===== src/rtl/hazard_pkg.sv =====
// Shared definitions for the hazard scoreboard: exception-sequencer states and
// the pipeline stage indices used to address the per-stage stall/flush vectors.
package hazard_pkg;

   typedef enum logic [1:0] {
      ST_IDLE     = 2'd0,
      ST_FLUSH    = 2'd1,
      ST_DRAIN    = 2'd2,
      ST_REDIRECT = 2'd3
   } hz_state_e;

   localparam int STG_F = 0;
   localparam int STG_D = 1;
   localparam int STG_E = 2;

endpackage


===== src/rtl/hazard_scoreboard_if.sv =====
// Pipeline-facing bundle of the hazard scoreboard: issue/writeback info, bus
// activity, exception request, and the stall/flush/redirect controls back.
interface hazard_scoreboard_if #(
   parameter int NREG   = 32,
   parameter int REG_W  = 5,
   parameter int STAGES = 5
);
   logic              issue_valid;
   logic [REG_W-1:0]  issue_rs;
   logic [REG_W-1:0]  issue_rt;
   logic [REG_W-1:0]  issue_dst;
   logic              issue_long;
   logic              issue_wr;
   logic              wb_valid;
   logic [REG_W-1:0]  wb_dst;
   logic              wb_long;
   logic              fetch_busy;
   logic              mem_busy;
   logic              mem_req_fire;
   logic              mem_resp_fire;
   logic              except_i;
   logic [31:0]       except_pc_i;
   logic [STAGES-1:0] stall;
   logic [STAGES-1:0] flush;
   logic              redirect_valid;
   logic [31:0]       redirect_pc;
   logic [NREG-1:0]   sb_busy;

   modport master (
      output issue_valid, issue_rs, issue_rt, issue_dst, issue_long, issue_wr,
      output wb_valid, wb_dst, wb_long,
      output fetch_busy, mem_busy, mem_req_fire, mem_resp_fire,
      output except_i, except_pc_i,
      input  stall, flush, redirect_valid, redirect_pc, sb_busy
   );

   modport slave (
      input  issue_valid, issue_rs, issue_rt, issue_dst, issue_long, issue_wr,
      input  wb_valid, wb_dst, wb_long,
      input  fetch_busy, mem_busy, mem_req_fire, mem_resp_fire,
      input  except_i, except_pc_i,
      output stall, flush, redirect_valid, redirect_pc, sb_busy
   );
endinterface


===== src/rtl/outstanding_cnt.sv =====
// Count of bus reads issued but not yet fully answered; a request and a final
// response in the same cycle cancel, and a stray response never underflows.
module outstanding_cnt #(
   parameter int MAX_OUT = 4,
   parameter int OUT_W   = $clog2(MAX_OUT + 1)
) (
   input  logic             clk,
   input  logic             resetn,
   input  logic             inc,
   input  logic             dec,
   output logic [OUT_W-1:0] count,
   output logic             full,
   output logic             zero_next
);
   logic [OUT_W-1:0] count_q;
   logic [OUT_W-1:0] count_d;

   always_comb begin
      count_d = count_q;
      if (inc && !dec) begin
         count_d = count_q + OUT_W'(1);
      end else if (dec && !inc && (count_q != '0)) begin
         count_d = count_q - OUT_W'(1);
      end
   end

   always_ff @(posedge clk or negedge resetn) begin
      if (!resetn) begin
         count_q <= '0;
      end else begin
         count_q <= count_d;
      end
   end

   // A response arriving this cycle frees a slot, so it lifts the full condition.
   assign count     = count_q;
   assign full      = (count_q == OUT_W'(MAX_OUT)) && !dec;
   assign zero_next = (count_d == '0);
endmodule


===== src/rtl/hazard_scoreboard.sv =====
// Hazard scoreboard: RAW interlock on long-latency results, bus-read throttling
// and the exception flush -> drain -> redirect sequencer of the in-order pipe.
module hazard_scoreboard
   import hazard_pkg::*;
#(
   parameter int NREG    = 32,
   parameter int REG_W   = 5,
   parameter int STAGES  = 5,
   parameter int MAX_OUT = 4
) (
   input logic                clk,
   input logic                resetn,
   hazard_scoreboard_if.slave hz
);
   localparam int OUT_W = $clog2(MAX_OUT + 1);

   hz_state_e         state_q, state_d;
   logic [NREG-1:0]   busy_q, busy_d;
   logic [31:0]       pc_q, pc_d;
   logic [OUT_W-1:0]  count;
   logic              cnt_full;
   logic              cnt_zero_next;
   logic              raw_hz;
   logic              ext;
   logic              issue_fire;
   logic [STAGES-1:0] stall_c;
   logic [STAGES-1:0] flush_c;
   logic              redirect_c;

   outstanding_cnt #(
      .MAX_OUT (MAX_OUT),
      .OUT_W   (OUT_W)
   ) u_cnt (
      .clk       (clk),
      .resetn    (resetn),
      .inc       (hz.mem_req_fire),
      .dec       (hz.mem_resp_fire),
      .count     (count),
      .full      (cnt_full),
      .zero_next (cnt_zero_next)
   );

   assign raw_hz = hz.issue_valid & (busy_q[hz.issue_rs] | busy_q[hz.issue_rt]);
   assign ext    = hz.fetch_busy | hz.mem_busy;

   // Hazards and bus stalls only matter while running; the exception sequence owns the pipe otherwise.
   always_comb begin
      stall_c    = '0;
      flush_c    = '0;
      redirect_c = 1'b0;
      case (state_q)
         ST_IDLE: begin
            if (ext) begin
               stall_c = '1;
            end else begin
               stall_c[STG_F] = cnt_full | raw_hz;
               stall_c[STG_D] = raw_hz;
               flush_c[STG_E] = raw_hz;
            end
         end
         ST_FLUSH: begin
            flush_c = '1;
         end
         ST_DRAIN: begin
            stall_c = '1;
         end
         ST_REDIRECT: begin
            flush_c        = '1;
            flush_c[STG_F] = 1'b0;
            redirect_c     = 1'b1;
         end
         default: begin
            stall_c = '0;
         end
      endcase
   end

   assign issue_fire = hz.issue_valid & ~stall_c[STG_D] & (state_q == ST_IDLE);

   always_comb begin
      busy_d = busy_q;
      if (state_q == ST_FLUSH) begin
         busy_d = '0;
      end else begin
         if (hz.wb_valid && hz.wb_long) begin
            busy_d[hz.wb_dst] = 1'b0;
         end
         if (issue_fire && hz.issue_wr && hz.issue_long) begin
            busy_d[hz.issue_dst] = 1'b1;
         end
      end
      busy_d[0] = 1'b0;
   end

   // FLUSH decides on the count it sees, not on a response landing alongside it.
   always_comb begin
      state_d = state_q;
      pc_d    = pc_q;
      case (state_q)
         ST_IDLE: begin
            if (hz.except_i) begin
               state_d = ST_FLUSH;
               pc_d    = hz.except_pc_i;
            end
         end
         ST_FLUSH:    state_d = (count != '0) ? ST_DRAIN : ST_REDIRECT;
         ST_DRAIN:    state_d = cnt_zero_next ? ST_REDIRECT : ST_DRAIN;
         ST_REDIRECT: state_d = ST_IDLE;
         default:     state_d = ST_IDLE;
      endcase
   end

   always_ff @(posedge clk or negedge resetn) begin
      if (!resetn) begin
         state_q <= ST_IDLE;
         busy_q  <= '0;
         pc_q    <= '0;
      end else begin
         state_q <= state_d;
         busy_q  <= busy_d;
         pc_q    <= pc_d;
      end
   end

   assign hz.stall          = stall_c;
   assign hz.flush          = flush_c;
   assign hz.redirect_valid = redirect_c;
   assign hz.redirect_pc    = pc_q;
   assign hz.sb_busy        = busy_q;
endmodule


===== src/flat_wrapper.sv =====
// flat-port wrapper written by rule: the top's interface ports become plain ports
module hazard_scoreboard_flat import hazard_pkg::*;
#(
   parameter int NREG    = 32,
   parameter int REG_W   = 5,
   parameter int STAGES  = 5,
   parameter int MAX_OUT = 4
)
  (clk, resetn, hz_issue_valid, hz_issue_rs, hz_issue_rt, hz_issue_dst, hz_issue_long, hz_issue_wr, hz_wb_valid, hz_wb_dst, hz_wb_long, hz_fetch_busy, hz_mem_busy, hz_mem_req_fire, hz_mem_resp_fire, hz_except_i, hz_except_pc_i, hz_stall, hz_flush, hz_redirect_valid, hz_redirect_pc, hz_sb_busy);
  hazard_scoreboard_if #(.NREG(NREG), .REG_W(REG_W), .STAGES(STAGES)) hz_i ();
  input logic clk;
  input logic resetn;
  input wire logic [$bits(hz_i.issue_valid)-1:0] hz_issue_valid;
  input wire logic [$bits(hz_i.issue_rs)-1:0] hz_issue_rs;
  input wire logic [$bits(hz_i.issue_rt)-1:0] hz_issue_rt;
  input wire logic [$bits(hz_i.issue_dst)-1:0] hz_issue_dst;
  input wire logic [$bits(hz_i.issue_long)-1:0] hz_issue_long;
  input wire logic [$bits(hz_i.issue_wr)-1:0] hz_issue_wr;
  input wire logic [$bits(hz_i.wb_valid)-1:0] hz_wb_valid;
  input wire logic [$bits(hz_i.wb_dst)-1:0] hz_wb_dst;
  input wire logic [$bits(hz_i.wb_long)-1:0] hz_wb_long;
  input wire logic [$bits(hz_i.fetch_busy)-1:0] hz_fetch_busy;
  input wire logic [$bits(hz_i.mem_busy)-1:0] hz_mem_busy;
  input wire logic [$bits(hz_i.mem_req_fire)-1:0] hz_mem_req_fire;
  input wire logic [$bits(hz_i.mem_resp_fire)-1:0] hz_mem_resp_fire;
  input wire logic [$bits(hz_i.except_i)-1:0] hz_except_i;
  input wire logic [$bits(hz_i.except_pc_i)-1:0] hz_except_pc_i;
  output wire logic [$bits(hz_i.stall)-1:0] hz_stall;
  output wire logic [$bits(hz_i.flush)-1:0] hz_flush;
  output wire logic [$bits(hz_i.redirect_valid)-1:0] hz_redirect_valid;
  output wire logic [$bits(hz_i.redirect_pc)-1:0] hz_redirect_pc;
  output wire logic [$bits(hz_i.sb_busy)-1:0] hz_sb_busy;
  assign hz_i.issue_valid = hz_issue_valid;
  assign hz_i.issue_rs = hz_issue_rs;
  assign hz_i.issue_rt = hz_issue_rt;
  assign hz_i.issue_dst = hz_issue_dst;
  assign hz_i.issue_long = hz_issue_long;
  assign hz_i.issue_wr = hz_issue_wr;
  assign hz_i.wb_valid = hz_wb_valid;
  assign hz_i.wb_dst = hz_wb_dst;
  assign hz_i.wb_long = hz_wb_long;
  assign hz_i.fetch_busy = hz_fetch_busy;
  assign hz_i.mem_busy = hz_mem_busy;
  assign hz_i.mem_req_fire = hz_mem_req_fire;
  assign hz_i.mem_resp_fire = hz_mem_resp_fire;
  assign hz_i.except_i = hz_except_i;
  assign hz_i.except_pc_i = hz_except_pc_i;
  assign hz_stall = hz_i.stall;
  assign hz_flush = hz_i.flush;
  assign hz_redirect_valid = hz_i.redirect_valid;
  assign hz_redirect_pc = hz_i.redirect_pc;
  assign hz_sb_busy = hz_i.sb_busy;
  hazard_scoreboard #(.NREG(NREG), .REG_W(REG_W), .STAGES(STAGES), .MAX_OUT(MAX_OUT)) u_core (.clk(clk), .resetn(resetn), .hz(hz_i));
endmodule

===== config.mk =====
export PLATFORM = sky130hd
export DESIGN_NAME = hazard_scoreboard_flat
export DESIGN_NICKNAME = d
export VERILOG_FILES = /design/src/rtl/hazard_pkg.sv /design/src/rtl/hazard_scoreboard_if.sv /design/src/rtl/outstanding_cnt.sv /design/src/rtl/hazard_scoreboard.sv /design/src/flat_wrapper.sv
export SDC_FILE = /design/constraint.sdc
export NUM_CORES = 1
export LEC_CHECK = 0
export ABC_CLOCK_PERIOD_IN_PS = 8100
export BUFFER_PORTS_ARGS = -buffer_cell sky130_fd_sc_hd__buf_2
export CAP_MARGIN = 20
export CELL_PAD_IN_SITES_DETAIL_PLACEMENT = 1
export CELL_PAD_IN_SITES_GLOBAL_PLACEMENT = 2
export CORE_ASPECT_RATIO = 1.4
export CORE_UTILIZATION = 33
export CTS_CLUSTER_DIAMETER = 50
export DETAILED_ROUTE_END_ITERATION = 16
export PLACE_DENSITY_LB_ADDON = 0.05
export SETUP_SLACK_MARGIN = 0.5
export SLEW_MARGIN = 5
export SYNTH_ARGS = -nofsm -noshare
export SYNTH_HDL_FRONTEND = slang
export SYNTH_SLANG_ARGS = --single-unit

===== constraint.sdc =====
create_clock -name clk -period 8.1 [get_ports clk]
set_input_delay 1.62 -clock clk [delete_from_list [all_inputs] [get_ports clk]]
set_output_delay 1.62 -clock clk [all_outputs]
set_load 0.01 [all_outputs]

# After elaboration in Yosys (flattened, before gate mapping)
# Cells that the tools add are included.
dict set report totals {
  regBits 68
  inputBits 64
  out_inout_bits 75
  elab_cells 69
}
dict set report op_classes {
  addsub 2
  magnitude_cmp 6
  eq_ne 5
  muxes 26
  bitwise 10
  reduce_logical 16
}
# cell n
set op_table {}
lappend op_table {{two-way mux 32 bit} 4}
lappend op_table {{AND 32 bit} 1}
lappend op_table {{NOT 32 bit} 1}
lappend op_table {{bitwise OR 32 bit} 1}
lappend op_table {{less-than comparator 5 x 6 -> 1 bit, second input constant} 4}
lappend op_table {{binary-select mux 1 bit (select 5 bit)} 2}
lappend op_table {{demux 1 bit (select 5 bit)} 2}
lappend op_table {{>= comparator 5 x 1 -> 1 bit, second input constant} 2}
lappend op_table {{case mux 5 bit (2 select lines)} 1}
lappend op_table {{logical AND 1 bit} 9}
lappend op_table {{two-way mux 3 bit} 3}
lappend op_table {{two-way mux 1 bit} 8}
lappend op_table {{case mux 2 bit (4 select lines)} 1}
lappend op_table {{two-way mux 2 bit} 3}
lappend op_table {{equality test 2 bit, second input constant} 2}
lappend op_table {{case mux 2 bit (2 select lines)} 1}
lappend op_table {{adder 3 x 1 -> 3 bit, second input constant} 1}
lappend op_table {{AND 1 bit} 3}
lappend op_table {{equality test 3 bit, second input constant} 1}
lappend op_table {{zero test 3 bit} 1}
lappend op_table {{bitwise OR 1 bit} 3}
lappend op_table {{nonzero test 3 bit} 1}
lappend op_table {{subtractor 3 x 1 -> 3 bit, second input constant} 1}
lappend op_table {{equality test 2 x 1 -> 1 bit, second input constant} 1}
lappend op_table {{7 further kinds} 8}

# Depth between registers and ports, before layout
# Gate-level depths: netlist of run 1.
dict set report depth {
  depth_word 14
  ltp_mapped 9
}

# Modules after synthesis
# From an unflattened synthesis of run 1, not the netlist that was laid out.
dict set report hier_totals {
  hier_cells 353
  area_unflattened_um2 4031.4
}
# module n_inst cells_per_inst area_per_inst_um2 seq_area_each_um2
set modules_own_cells {}
lappend modules_own_cells {hazard_scoreboard 1 322 3752.3 1626.6}
lappend modules_own_cells {outstanding_cnt 1 31 279.0 75.1}

# Worst setup path before layout of run 1
# No wires, ideal clock.
dict set report synth_path {
  kind {input to output}
  startpoint {input port hz_issue_rt[2]}
  endpoint {output port hz_stall[0]}
  arrival_time_ns 3.589
  path_slack_ns 2.891
  cell_stages 8
  cell_sequence {buf_6 mux2_4 a22o_1 a2111oi_2 nor2_1 a2111o_1 buf_6 a311o_1}
}
dict set report synth_between {
  elab_chain_cells 7
}
# element line
set synth_rtl {}
lappend synth_rtl {{start, declared} flat_wrapper.sv:15} ;# input wire logic [$bits(hz_i.issue_rt)-1:0] hz_issue_rt;
lappend synth_rtl {{binary-select mux 1 bit (select 5 bit)} hazard_scoreboard.sv:43} ;# assign raw_hz = hz.issue_valid & (busy_q[hz.issue_rs] | busy_q[hz.issue_rt]);
lappend synth_rtl {{two-way mux 1 bit (not written as such)} hazard_scoreboard.sv:43}
lappend synth_rtl {{bitwise OR 1 bit} hazard_scoreboard.sv:43}
lappend synth_rtl {{AND 1 bit} hazard_scoreboard.sv:43}
lappend synth_rtl {{bitwise OR 1 bit} hazard_scoreboard.sv:56} ;# stall_c[STG_F] = cnt_full | raw_hz;
lappend synth_rtl {{two-way mux 2 bit} hazard_scoreboard.sv:53} ;# if (ext) begin
lappend synth_rtl {{case mux 5 bit (2 select lines)} hazard_scoreboard.sv:51} ;# case (state_q)
lappend synth_rtl {{end, declared} flat_wrapper.sv:28} ;# output wire logic [$bits(hz_i.stall)-1:0] hz_stall;
# Every way passes these cells. The select of a mux whose other input is x is not followed.

# Worst setup path after layout of run 1
# Ends and elaborated chain as after synthesis.

==> metrics.log, run 1 <==
[metrics] worst hold path startpoint: u_core.hz.redirect_pc[6]
[metrics] initial DRC count: 132
[metrics] cell type with the highest occurrence count on the critical path: sky130_fd_sc_hd__buf_2
[metrics] slew at the pin closest to its max-slew limit: 0.899 ns
[metrics] initial cell density of the core: 34.1%
[metrics] Skew-Pair Late Insertion Delay: 0.33 ns
[metrics] placer congestion estimate: 0.778
[metrics] setup bufs post-CTS: 0
[metrics] number of global-route vias before repair: 3582
[metrics] # nets final: 554
[metrics] setup slack on the worst flop-to-flop path: 5.52 ns
[metrics] WL final: 12400 um
[metrics] clock share of power: 32.3%
[metrics] combined area of the multi-input logic cells: 1980 sq um
[metrics] CTS Hold Bufs: 0
[metrics] Via Count: 3344
[metrics] Yosys cell types: 46
[metrics] CTS tree: yes
[metrics] RSZ-0062 raised after global routing: no
[metrics] count of flip-flops with a built-in enable after synthesis: 0
[metrics] Longest Clk Path Bufs: 2
[metrics] initial antenna violation count: 0
[metrics] post-route clock skew: 0.00582 ns
[metrics] hold violation total from the final report: 0
[metrics] CP peak stage delay: 0.43 ns
[metrics] number of H-tree levels: 3
[metrics] count of input and output buffers: 137
[metrics] aggregate negative setup slack: 0 ns
[metrics] ANT cells: 0
[metrics] chip width: 93.7 um
[metrics] final setup fails: 0
[metrics] worst hold path type: register to register
[metrics] number of core rows: 46
[metrics] number of remaining DRC errors: 0
[metrics] max-cap check violation count: 0
[metrics] synthesized area divided by synthesized cell count: 10.9 sq um
[metrics] crit path max fanout: 34
[metrics] global router's overall resource usage: 21.3%
[metrics] boundary pin count: 139
[metrics] Hold Path End: u_core.hz.redirect_pc[6]
[metrics] Arr. time, crit path: 4.11 ns
[metrics] Internal: 1000 uW
[metrics] CP Cell Sequence: buf_2, mux2_4, a22o_1, a2111oi_2, nor2_1, a2111o_1, buf_4, a311o_1, buf_2
[metrics] standby leakage power: 0.00235 uW
[metrics] share of total power in sequential cells: 33.0%
[metrics] half-perimeter wire length of the detailed placement result: 9580 um
[metrics] peak clock frequency supported by timing: 174 MHz
[metrics] CP required: 6.48 ns
[metrics] synthesized area: 3880 sq um
[metrics] Crit-path slowest cell: sky130_fd_sc_hd__a2111oi_2
[metrics] worst supply voltage drop on vdd: 0.202 mV
[metrics] max-slew violation count: 0
[metrics] pre-CTS setup slack: 2.38 ns
[metrics] launching element type of the critical path: input port
[metrics] number of cells traversed by the worst register-to-register path: 7
[metrics] combinational share of power: 34.7%
[metrics] fill cell count: 1312
[metrics] instance count along the most critical hold path: 1
[metrics] worst setup path class: input port to primary output
[metrics] instance count after placement with tap cells included: 616
[metrics] tightest slew margin relative to the limit: 40.1%
[metrics] Root Buffer Master: sky130_fd_sc_hd__clkbuf_16
[metrics] total power of the final layout: 1490 uW
[metrics] total overflow reported by the global router: 0
[metrics] ratio of routed vias to standard cells: 5.30
[metrics] share of synthesized flip-flops with an asynchronous set or reset: 100%
[metrics] proportion of layout cells with a drive suffix above 1: 38.2%
[metrics] worst path setup slack after routing: 2.37 ns
[metrics] Warnings, synthesis: 0
[metrics] Period minus WS final: 5.73 ns
[metrics] power dissipated by switching net loads: 485 uW
[metrics] count of non-filler cells in the finished layout: 631
[metrics] ys flop type: sky130_fd_sc_hd__dfrtp_1
[metrics] element type at the critical path end: primary output
[metrics] origin of the critical flop-to-flop path: u_core.hz.sb_busy[7]
[metrics] gate count after technology mapping: 355
[metrics] flip-flop and latch area: 1700 sq um
[metrics] antenna violation net count after detailed routing: 0
[metrics] register clock-pin slew on the reported worst setup and hold paths: 0.06 ns
[metrics] Sw Ratio: 32.7%
[metrics] per-cell routed wire length: 19.7 um
[metrics] run status: complete, no violations
[metrics] die area: 12200 sq um
[metrics] total of flip-flops plus latches after synthesis: 68
[metrics] pin count of the biggest net entering global routing: 69
[metrics] signed area change from the synthesized netlist to the final layout: 28.3%
[metrics] syn nets: 426
[metrics] final worst path period share: 70.8%
[metrics] detailed-router iteration count before antenna repair: 6
[metrics] area of the placeable core: 11400 sq um
[metrics] TritonCTS Buffers: 9
[metrics] wire length of the first global-routing pass: 19300 um
[metrics] register area share after synthesis: 43.8%
[metrics] fin util: 43.7%
[metrics] areal power density over the cells: 298 nW/um^2
[metrics] die extent in y: 130 um
[metrics] # resized after CTS: 0
[metrics] sink count of the clock tree: 68
[metrics] Crit Reg-Reg Endpoint: u_core.hz.sb_busy[28]
critical path: cells and delay by family:
| family | cells | cell delay, ns |
|---|---|---|
| AO/OA/AOI/OAI | 4 | 1.47 |
| buffers and inverters | 3 | 0.62 |
| multiplexers | 1 | 0.32 |
| AND/OR/NAND/NOR | 1 | 0.07 |
per-stage QoR:
step	instance area [sq um]	hold WS [ns]
2_1_floorplan	3880	0.494
3_5_place_dp	4620	0.478
4_1_cts	4980	0.493
3_3_place_gp	4620	0.469
5_1_grt	4980	0.506
6_report	4980	0.486
synth_stat cells (2+ instances only):
cell                       instances  share of area [%]
sky130_fd_sc_hd__buf_1             6               0.58
sky130_fd_sc_hd__nor2_1           10               0.97
sky130_fd_sc_hd__mux4_2           10                5.8
sky130_fd_sc_hd__nand3b_1         18                3.5
sky130_fd_sc_hd__nor4b_1           2               0.45
sky130_fd_sc_hd__clkbuf_1          6               0.58
sky130_fd_sc_hd__nor3b_1           5               0.97
sky130_fd_sc_hd__nand4_1           3               0.48
sky130_fd_sc_hd__buf_4             5               0.97
sky130_fd_sc_hd__nor2b_1          19                3.1
sky130_fd_sc_hd__buf_6             2               0.58
sky130_fd_sc_hd__o31ai_1          32                6.2
sky130_fd_sc_hd__buf_2             2               0.26
sky130_fd_sc_hd__o22ai_1           2               0.32
sky130_fd_sc_hd__nand2_1          36                3.5
sky130_fd_sc_hd__mux2i_1           8                2.1
sky130_fd_sc_hd__o21ai_0          20                2.6
sky130_fd_sc_hd__nor3_1            5               0.64
sky130_fd_sc_hd__mux2_2           15                4.4
sky130_fd_sc_hd__inv_1             9               0.87
sky130_fd_sc_hd__a22o_1            2               0.45
sky130_fd_sc_hd__nand2b_1          6               0.97
sky130_fd_sc_hd__buf_8             3                1.2
sky130_fd_sc_hd__dfrtp_1          68                 44
sky130_fd_sc_hd__mux2_1           24                7.0
sky130_fd_sc_hd__ha_1              7                2.3
sky130_fd_sc_hd__a31oi_1           2               0.32
sky130_fd_sc_hd__nor4_1            3               0.48
sky130_fd_sc_hd__or2_2             2               0.32
sky130_fd_sc_hd__nand3_1           7               0.90
routing by layer:
metal / up-vias / track usage [%] / share of wire, % / wire length (um)
met5: - / 0 / 0 / 0
met4: 0 / 6.70 / 1.7 / 207
met3: 14 / 6.53 / 6.9 / 863
met2: 120 / 38.5 / 52 / 6480
met1: 1651 / 23.7 / 39 / 4890
li1: 1559 / - / - / -
power groups by stage:
stage                     combinational [uW]  sequential, uW  clock [uW]
after floorplan                          293             532           0
after global placement                   514             491           0
after detailed placement                 524             496           0
after CTS                                527             492         492
after global routing                     567             505         504
final                                    516             490         480
cells by family (layout without fill, tap and decap cells):
kind of cell | after synthesis | after routing | synth area share (%)
compound gates | 70 | 70 | 12.7
xor+xnor | 1 | 1 | 0.226
fa+ha+maj | 7 | 7 | 2.26
buf+inv | 34 | 166 | 5.09
flops | 68 | 68 | 43.8
mux | 58 | 58 | 19.6
other cells | 1 | 1 | 0.0966
simple gates | 116 | 116 | 16.2
cell type report:
class | instances | share of cell area, %
Clock buffer | 9 | 4.52
Clock inverter | 6 | 2.76
Inverter | 10 | 0.754
Multi-Input combinational cell | 253 | 39.8
Sequential cell | 68 | 34.2
Tap cell | 144 | 3.62
Timing Repair Buffer | 141 | 14.4
placed cells by master (no fill, tap or decap), types with 6 or more instances in the layout:
cell type	n
sky130_fd_sc_hd__nor2_1	10
sky130_fd_sc_hd__nand3b_1	18
sky130_fd_sc_hd__o21ai_0	20
sky130_fd_sc_hd__buf_2	137
sky130_fd_sc_hd__nor2b_1	19
sky130_fd_sc_hd__clkbuf_16	9
sky130_fd_sc_hd__ha_1	7
sky130_fd_sc_hd__nand2_1	36
sky130_fd_sc_hd__mux2_2	15
sky130_fd_sc_hd__o31ai_1	32
sky130_fd_sc_hd__nand2b_1	6
sky130_fd_sc_hd__nand3_1	7
sky130_fd_sc_hd__dfrtp_1	68
sky130_fd_sc_hd__mux4_2	10
sky130_fd_sc_hd__inv_1	9
sky130_fd_sc_hd__mux2_1	24
sky130_fd_sc_hd__mux2i_1	8
state kept, by name, summed over array words and instances, names as in the netlist:
name                   count
u_core.hz.redirect_pc     32
u_core.hz.sb_busy         31
u_core.state_q             2
u_core.u_cnt.count         3
worst max-delay path by stage:
stage	to	from	depth (start not counted)
2_1_floorplan	hz_stall[0]	hz_issue_rt[2]	8
3_3_place_gp	hz_stall[0]	hz_issue_rt[2]	9
3_5_place_dp	hz_stall[0]	hz_issue_rt[2]	9
4_1_cts	hz_stall[0]	hz_issue_rt[2]	9
5_1_grt	hz_stall[0]	hz_issue_rt[2]	9
6_report	hz_stall[0]	hz_issue_rt[2]	9
(Power assumes the default switching activity.)
==> inputs of run 2 (changes only) <==
ABC_AREA = 1   (was default)
ABC_CLOCK_PERIOD_IN_PS = 4600   (was 8100)
CORE_UTILIZATION = 26   (was 33)
clock period = 4.6 ns   (was 8.1 ns; I/O delays follow)
==> run 2 against run 1 <==
Worst hold slack improved by 0.012 ns. Clock skew decreased by 0.0019 ns. Wire length increased by 11%. Utilization decreased by 9.5 points. Register-to-register slack got worse by 2.9 ns. Critical endpoint unchanged. Worst setup slack got worse by 1.3 ns. Design area increased by 4.1%. Non-clock buffer count increased by 1. Highest routed layer unchanged. Synthesized cell count increased by 41%. Power increased by 74%. Critical path depth increased by 3.
==> metrics.log, run 2 <==
[metrics] number of cells traversed by the worst register-to-register path: 7 (unchanged)
[metrics] slew at the pin closest to its max-slew limit: 0.698 ns (was 0.899 ns)
[metrics] Arr. time, crit path: 2.59 ns (was 4.11 ns)
[metrics] Longest Clk Path Bufs: 2 (unchanged)
[metrics] syn nets: 573 (was 426)
[metrics] Period minus WS final: 3.51 ns
[metrics] register area share after synthesis: 41.6% (was 43.8%)
[metrics] CP Cell Sequence: buf_2, inv_4, or2_0, nand2_1, nand3_1, nand3_1, nand3_1, nand2_1, nand2_4, nand2_8, o311ai_0, buf_2 (was buf_2, mux2_4, a22o_1, a2111oi_2, nor2_1, a2111o_1, buf_4, a311o_1, buf_2)
[metrics] boundary pin count: 139 (unchanged)
[metrics] CTS Hold Bufs: 0 (unchanged)
[metrics] synthesized area divided by synthesized cell count: 8.16 sq um (was 10.9 sq um)
[metrics] initial DRC count: 125 (was 132)
[metrics] chip width: 108 um (was 93.7 um)
[metrics] total power of the final layout: 2580 uW (was 1490 uW)
[metrics] CP required: 3.68 ns (was 6.48 ns)
[metrics] number of core rows: 53 (was 46)
[metrics] global router's overall resource usage: 17.7% (was 21.3%)
[metrics] count of non-filler cells in the finished layout: 824 (was 631)
[metrics] CTS tree: yes (unchanged)
[metrics] register clock-pin slew on the reported worst setup and hold paths: 0.06 ns (about the same)
[metrics] wire length of the first global-routing pass: 21900 um (was 19300 um)
[metrics] Warnings, synthesis: 0 (unchanged)
[metrics] final setup fails: 0 (unchanged)
[metrics] total of flip-flops plus latches after synthesis: 68 (unchanged)
[metrics] launching element type of the critical path: input port (unchanged)
[metrics] Crit Reg-Reg Endpoint: u_core.hz.sb_busy[2] (was u_core.hz.sb_busy[28])
[metrics] count of input and output buffers: 137 (unchanged)
[metrics] post-route clock skew: 0.00392 ns (was 0.00582 ns)
[metrics] global routing met1 resource utilization: 19.2% (was 23.7%)
[metrics] synthesized area: 4090 sq um (was 3880 sq um)
[metrics] worst setup path class: input port to primary output (unchanged)
[metrics] max-cap check violation count: 0 (unchanged)
[metrics] RSZ-0062 raised after global routing: no (unchanged)
[metrics] initial cell density of the core: 27.0% (was 34.1%)
[metrics] area of placed instances: 4850 sq um (was 4620 sq um)
[metrics] final standard cell area without fillers: 5190 sq um (was 4980 sq um)
[metrics] antenna violation net count after detailed routing: 0 (unchanged)
[metrics] Crit-path slowest cell: sky130_fd_sc_hd__buf_2 (was sky130_fd_sc_hd__a2111oi_2)
[metrics] setup bufs post-CTS: 0 (unchanged)
[metrics] global-route met3 utilization: 3.90% (was 6.53%)
[metrics] CP peak stage delay: 0.31 ns (was 0.43 ns)
[metrics] setup slack on the worst flop-to-flop path: 2.64 ns (was 5.52 ns)
[metrics] tightest slew margin relative to the limit: 53.5% (was 40.1%)
[metrics] share of synthesized flip-flops with an asynchronous set or reset: 100% (unchanged)
[metrics] biggest area consumer among synthesized cells: sky130_fd_sc_hd__dfrtp_1 (unchanged)
[metrics] number of remaining DRC errors: 0 (unchanged)
[metrics] flip-flop count of the largest register after layout: 32 (unchanged)
[metrics] most frequent standard cell in the layout excluding fill and tap cells: sky130_fd_sc_hd__buf_2 (unchanged)
[metrics] standby leakage power: 0.00258 uW (was 0.00235 uW)
[metrics] worst hold path type: register to register (unchanged)
[metrics] half-perimeter wire length of the detailed placement result: 11200 um (was 9580 um)
[metrics] most frequent cell after synthesis: sky130_fd_sc_hd__nand2_1 (was sky130_fd_sc_hd__dfrtp_1)
[metrics] # resized after CTS: 0 (unchanged)
[metrics] detailed-router iteration count before antenna repair: 4 (was 6)
[metrics] Skew-Pair Late Insertion Delay: 0.33 ns (about the same)
[metrics] run status: complete, no violations (unchanged)
[metrics] fin util: 34.2% (was 43.7%)
[metrics] ys flop type: sky130_fd_sc_hd__dfrtp_1 (unchanged)
[metrics] number of global-route vias before repair: 4234 (was 3582)
[metrics] signed area change from the synthesized netlist to the final layout: 26.7% (was 28.3%)
[metrics] instance count along the most critical hold path: 1 (unchanged)
[metrics] cell types with the highest counts after synthesis: sky130_fd_sc_hd__nand2_1 (80), sky130_fd_sc_hd__nand3_1 (72), sky130_fd_sc_hd__dfrtp_1 (68) (was sky130_fd_sc_hd__dfrtp_1 (68), sky130_fd_sc_hd__nand2_1 (36), sky130_fd_sc_hd__o31ai_1 (32))
[metrics] final worst path period share: 76.4%
[metrics] ratio of routed vias to standard cells: 4.84 (was 5.30)
[metrics] origin of the worst setup path: hz_issue_rs[0] (was hz_issue_rt[2])
[metrics] element type at the critical path end: primary output (unchanged)
[metrics] instance count after placement with tap cells included: 807 (was 616)
[metrics] peak clock frequency supported by timing: 285 MHz
[metrics] count of flip-flops with a built-in enable after synthesis: 0 (unchanged)
[metrics] Root Buffer Master: sky130_fd_sc_hd__clkbuf_16 (unchanged)
[metrics] number of H-tree levels: 3 (unchanged)
[metrics] proportion of netlist area held by the largest area contributor: 41.6% (was 43.8%)
[metrics] WL final: 13800 um (was 12400 um)
[metrics] peak-usage layer in the global routing report: met2 (unchanged)
[metrics] max-slew violation count: 0 (unchanged)
[metrics] hold violation total from the final report: 0 (unchanged)
[metrics] fill cell count: 1879 (was 1312)
[metrics] ANT cells: 0 (unchanged)
[metrics] commonest cells after routing, fill and taps aside: sky130_fd_sc_hd__buf_2 (137), sky130_fd_sc_hd__nand2_1 (80), sky130_fd_sc_hd__nand3_1 (72) (was sky130_fd_sc_hd__buf_2 (137), sky130_fd_sc_hd__dfrtp_1 (68), sky130_fd_sc_hd__nand2_1 (36))
[metrics] aggregate negative setup slack: 0 ns (unchanged)
[metrics] gate count after technology mapping: 502 (was 355)
[metrics] capturing element of the worst setup path: hz_stall[0] (unchanged)
[metrics] Yosys cell types: 33 (was 46)
[metrics] die area: 16300 sq um (was 12200 sq um)
[metrics] area of the placeable core: 15200 sq um (was 11400 sq um)
[metrics] Via Count: 3985 (was 3344)
[metrics] total overflow reported by the global router: 0 (unchanged)
[metrics] die extent in y: 150 um (was 130 um)
[metrics] placer congestion estimate: 0.832 (was 0.778)
[metrics] TritonCTS Buffers: 9 (unchanged)
[metrics] crit path max fanout: 33 (was 34)
[metrics] cell type with the highest occurrence count on the critical path: sky130_fd_sc_hd__nand3_1 (was sky130_fd_sc_hd__buf_2)
[metrics] initial antenna violation count: 0 (unchanged)
[metrics] per-cell routed wire length: 16.7 um (was 19.7 um)
[metrics] # nets final: 698 (was 554)
[metrics] cell types occupying the most area after synthesis: sky130_fd_sc_hd__dfrtp_1 (42%), sky130_fd_sc_hd__nand3_1 (8.8%), sky130_fd_sc_hd__mux2_2 (8.8%) (was sky130_fd_sc_hd__dfrtp_1 (44%), sky130_fd_sc_hd__mux2_1 (7.0%), sky130_fd_sc_hd__o31ai_1 (6.2%))
[metrics] GR Layer Usage met2: 33.6% (was 38.5%)
[metrics] sink count of the clock tree: 68 (unchanged)
[metrics] origin of the critical flop-to-flop path: u_core.state_q[0] (was u_core.hz.sb_busy[7])
[metrics] proportion of layout cells with a drive suffix above 1: 33.1% (was 38.2%)
[metrics] worst supply voltage drop on vdd: 0.281 mV (was 0.202 mV)
[metrics] areal power density over the cells: 498 nW/um^2 (was 298 nW/um^2)
[metrics] pin count of the biggest net entering global routing: 39 (was 69)
## run 2: final cells by class
class	instances	area [sq um]	share of cell area, %
Multi-Input combinational cell	349	1970	38.0
Sequential cell	68	1700	32.8
Timing Repair Buffer	142	727	14.0
Tap cell	192	240	4.63
Clock buffer	9	225	4.34
Inverter	57	221	4.27
Clock inverter	7	101	1.95
## run 2: report_power, final
| group | internal [uW] | total [uW] | leakage [uW] | switching [uW] |
|---|---|---|---|---|
| clock network | 477 | 746 | 0.000152 | 269 |
| logic | 407 | 973 | 0.00156 | 567 |
| registers | 773 | 865 | 0.000869 | 92.3 |
## run 2: cell families (layout without fill, tap and decap cells)
logic type      after synthesis  in the layout  share of synthesized area [%]
simple gates                235            235                           27.4
mux                          32             32                           8.80
compound gates               72             72                           9.14
buf+inv                      85            215                           10.5
fa+ha+maj                     7              7                           2.14
xor+xnor                      2              2                          0.428
other cells                   1              1                         0.0916
flops                        68             68                           41.6
## run 2: how the worst min path moves through the flow
stage,from,endpoint,slack (ns)
after floorplan,u_core.u_cnt.count[2],u_core.u_cnt.count[2],0.48
after global placement,u_core.hz.redirect_pc[5],u_core.hz.redirect_pc[5],0.48
after detailed placement,u_core.hz.redirect_pc[29],u_core.hz.redirect_pc[29],0.49
after CTS,u_core.hz.redirect_pc[29],u_core.hz.redirect_pc[29],0.50
after global routing,u_core.hz.redirect_pc[29],u_core.hz.redirect_pc[29],0.52
final,u_core.hz.redirect_pc[3],u_core.hz.redirect_pc[3],0.50
## run 2: layer usage
metal / vias to the layer above / part of all wire [%] / routed length, um
met5: - / 0 / 0
met4: 0 / 1.2 / 159
met3: 8 / 5.4 / 747
met2: 106 / 54 / 7400
met1: 1940 / 40 / 5470
li1: 1931 / - / -
## run 2: stage by stage
stage | hold slack (ns) | setup WS [ns]
floorplan | 0.479 | 1.59
global placement | 0.484 | 1.12
detailed placement | 0.488 | 1.07
CTS | 0.502 | 1.06
global route | 0.516 | 0.904
finish | 0.499 | 1.09
## run 2: critical path: cells and delay by family
family,cells,cell delay (ns)
AO/OA/AOI/OAI,1,0.17
AND/OR/NAND/NOR,8,0.85
buffers and inverters,3,0.64
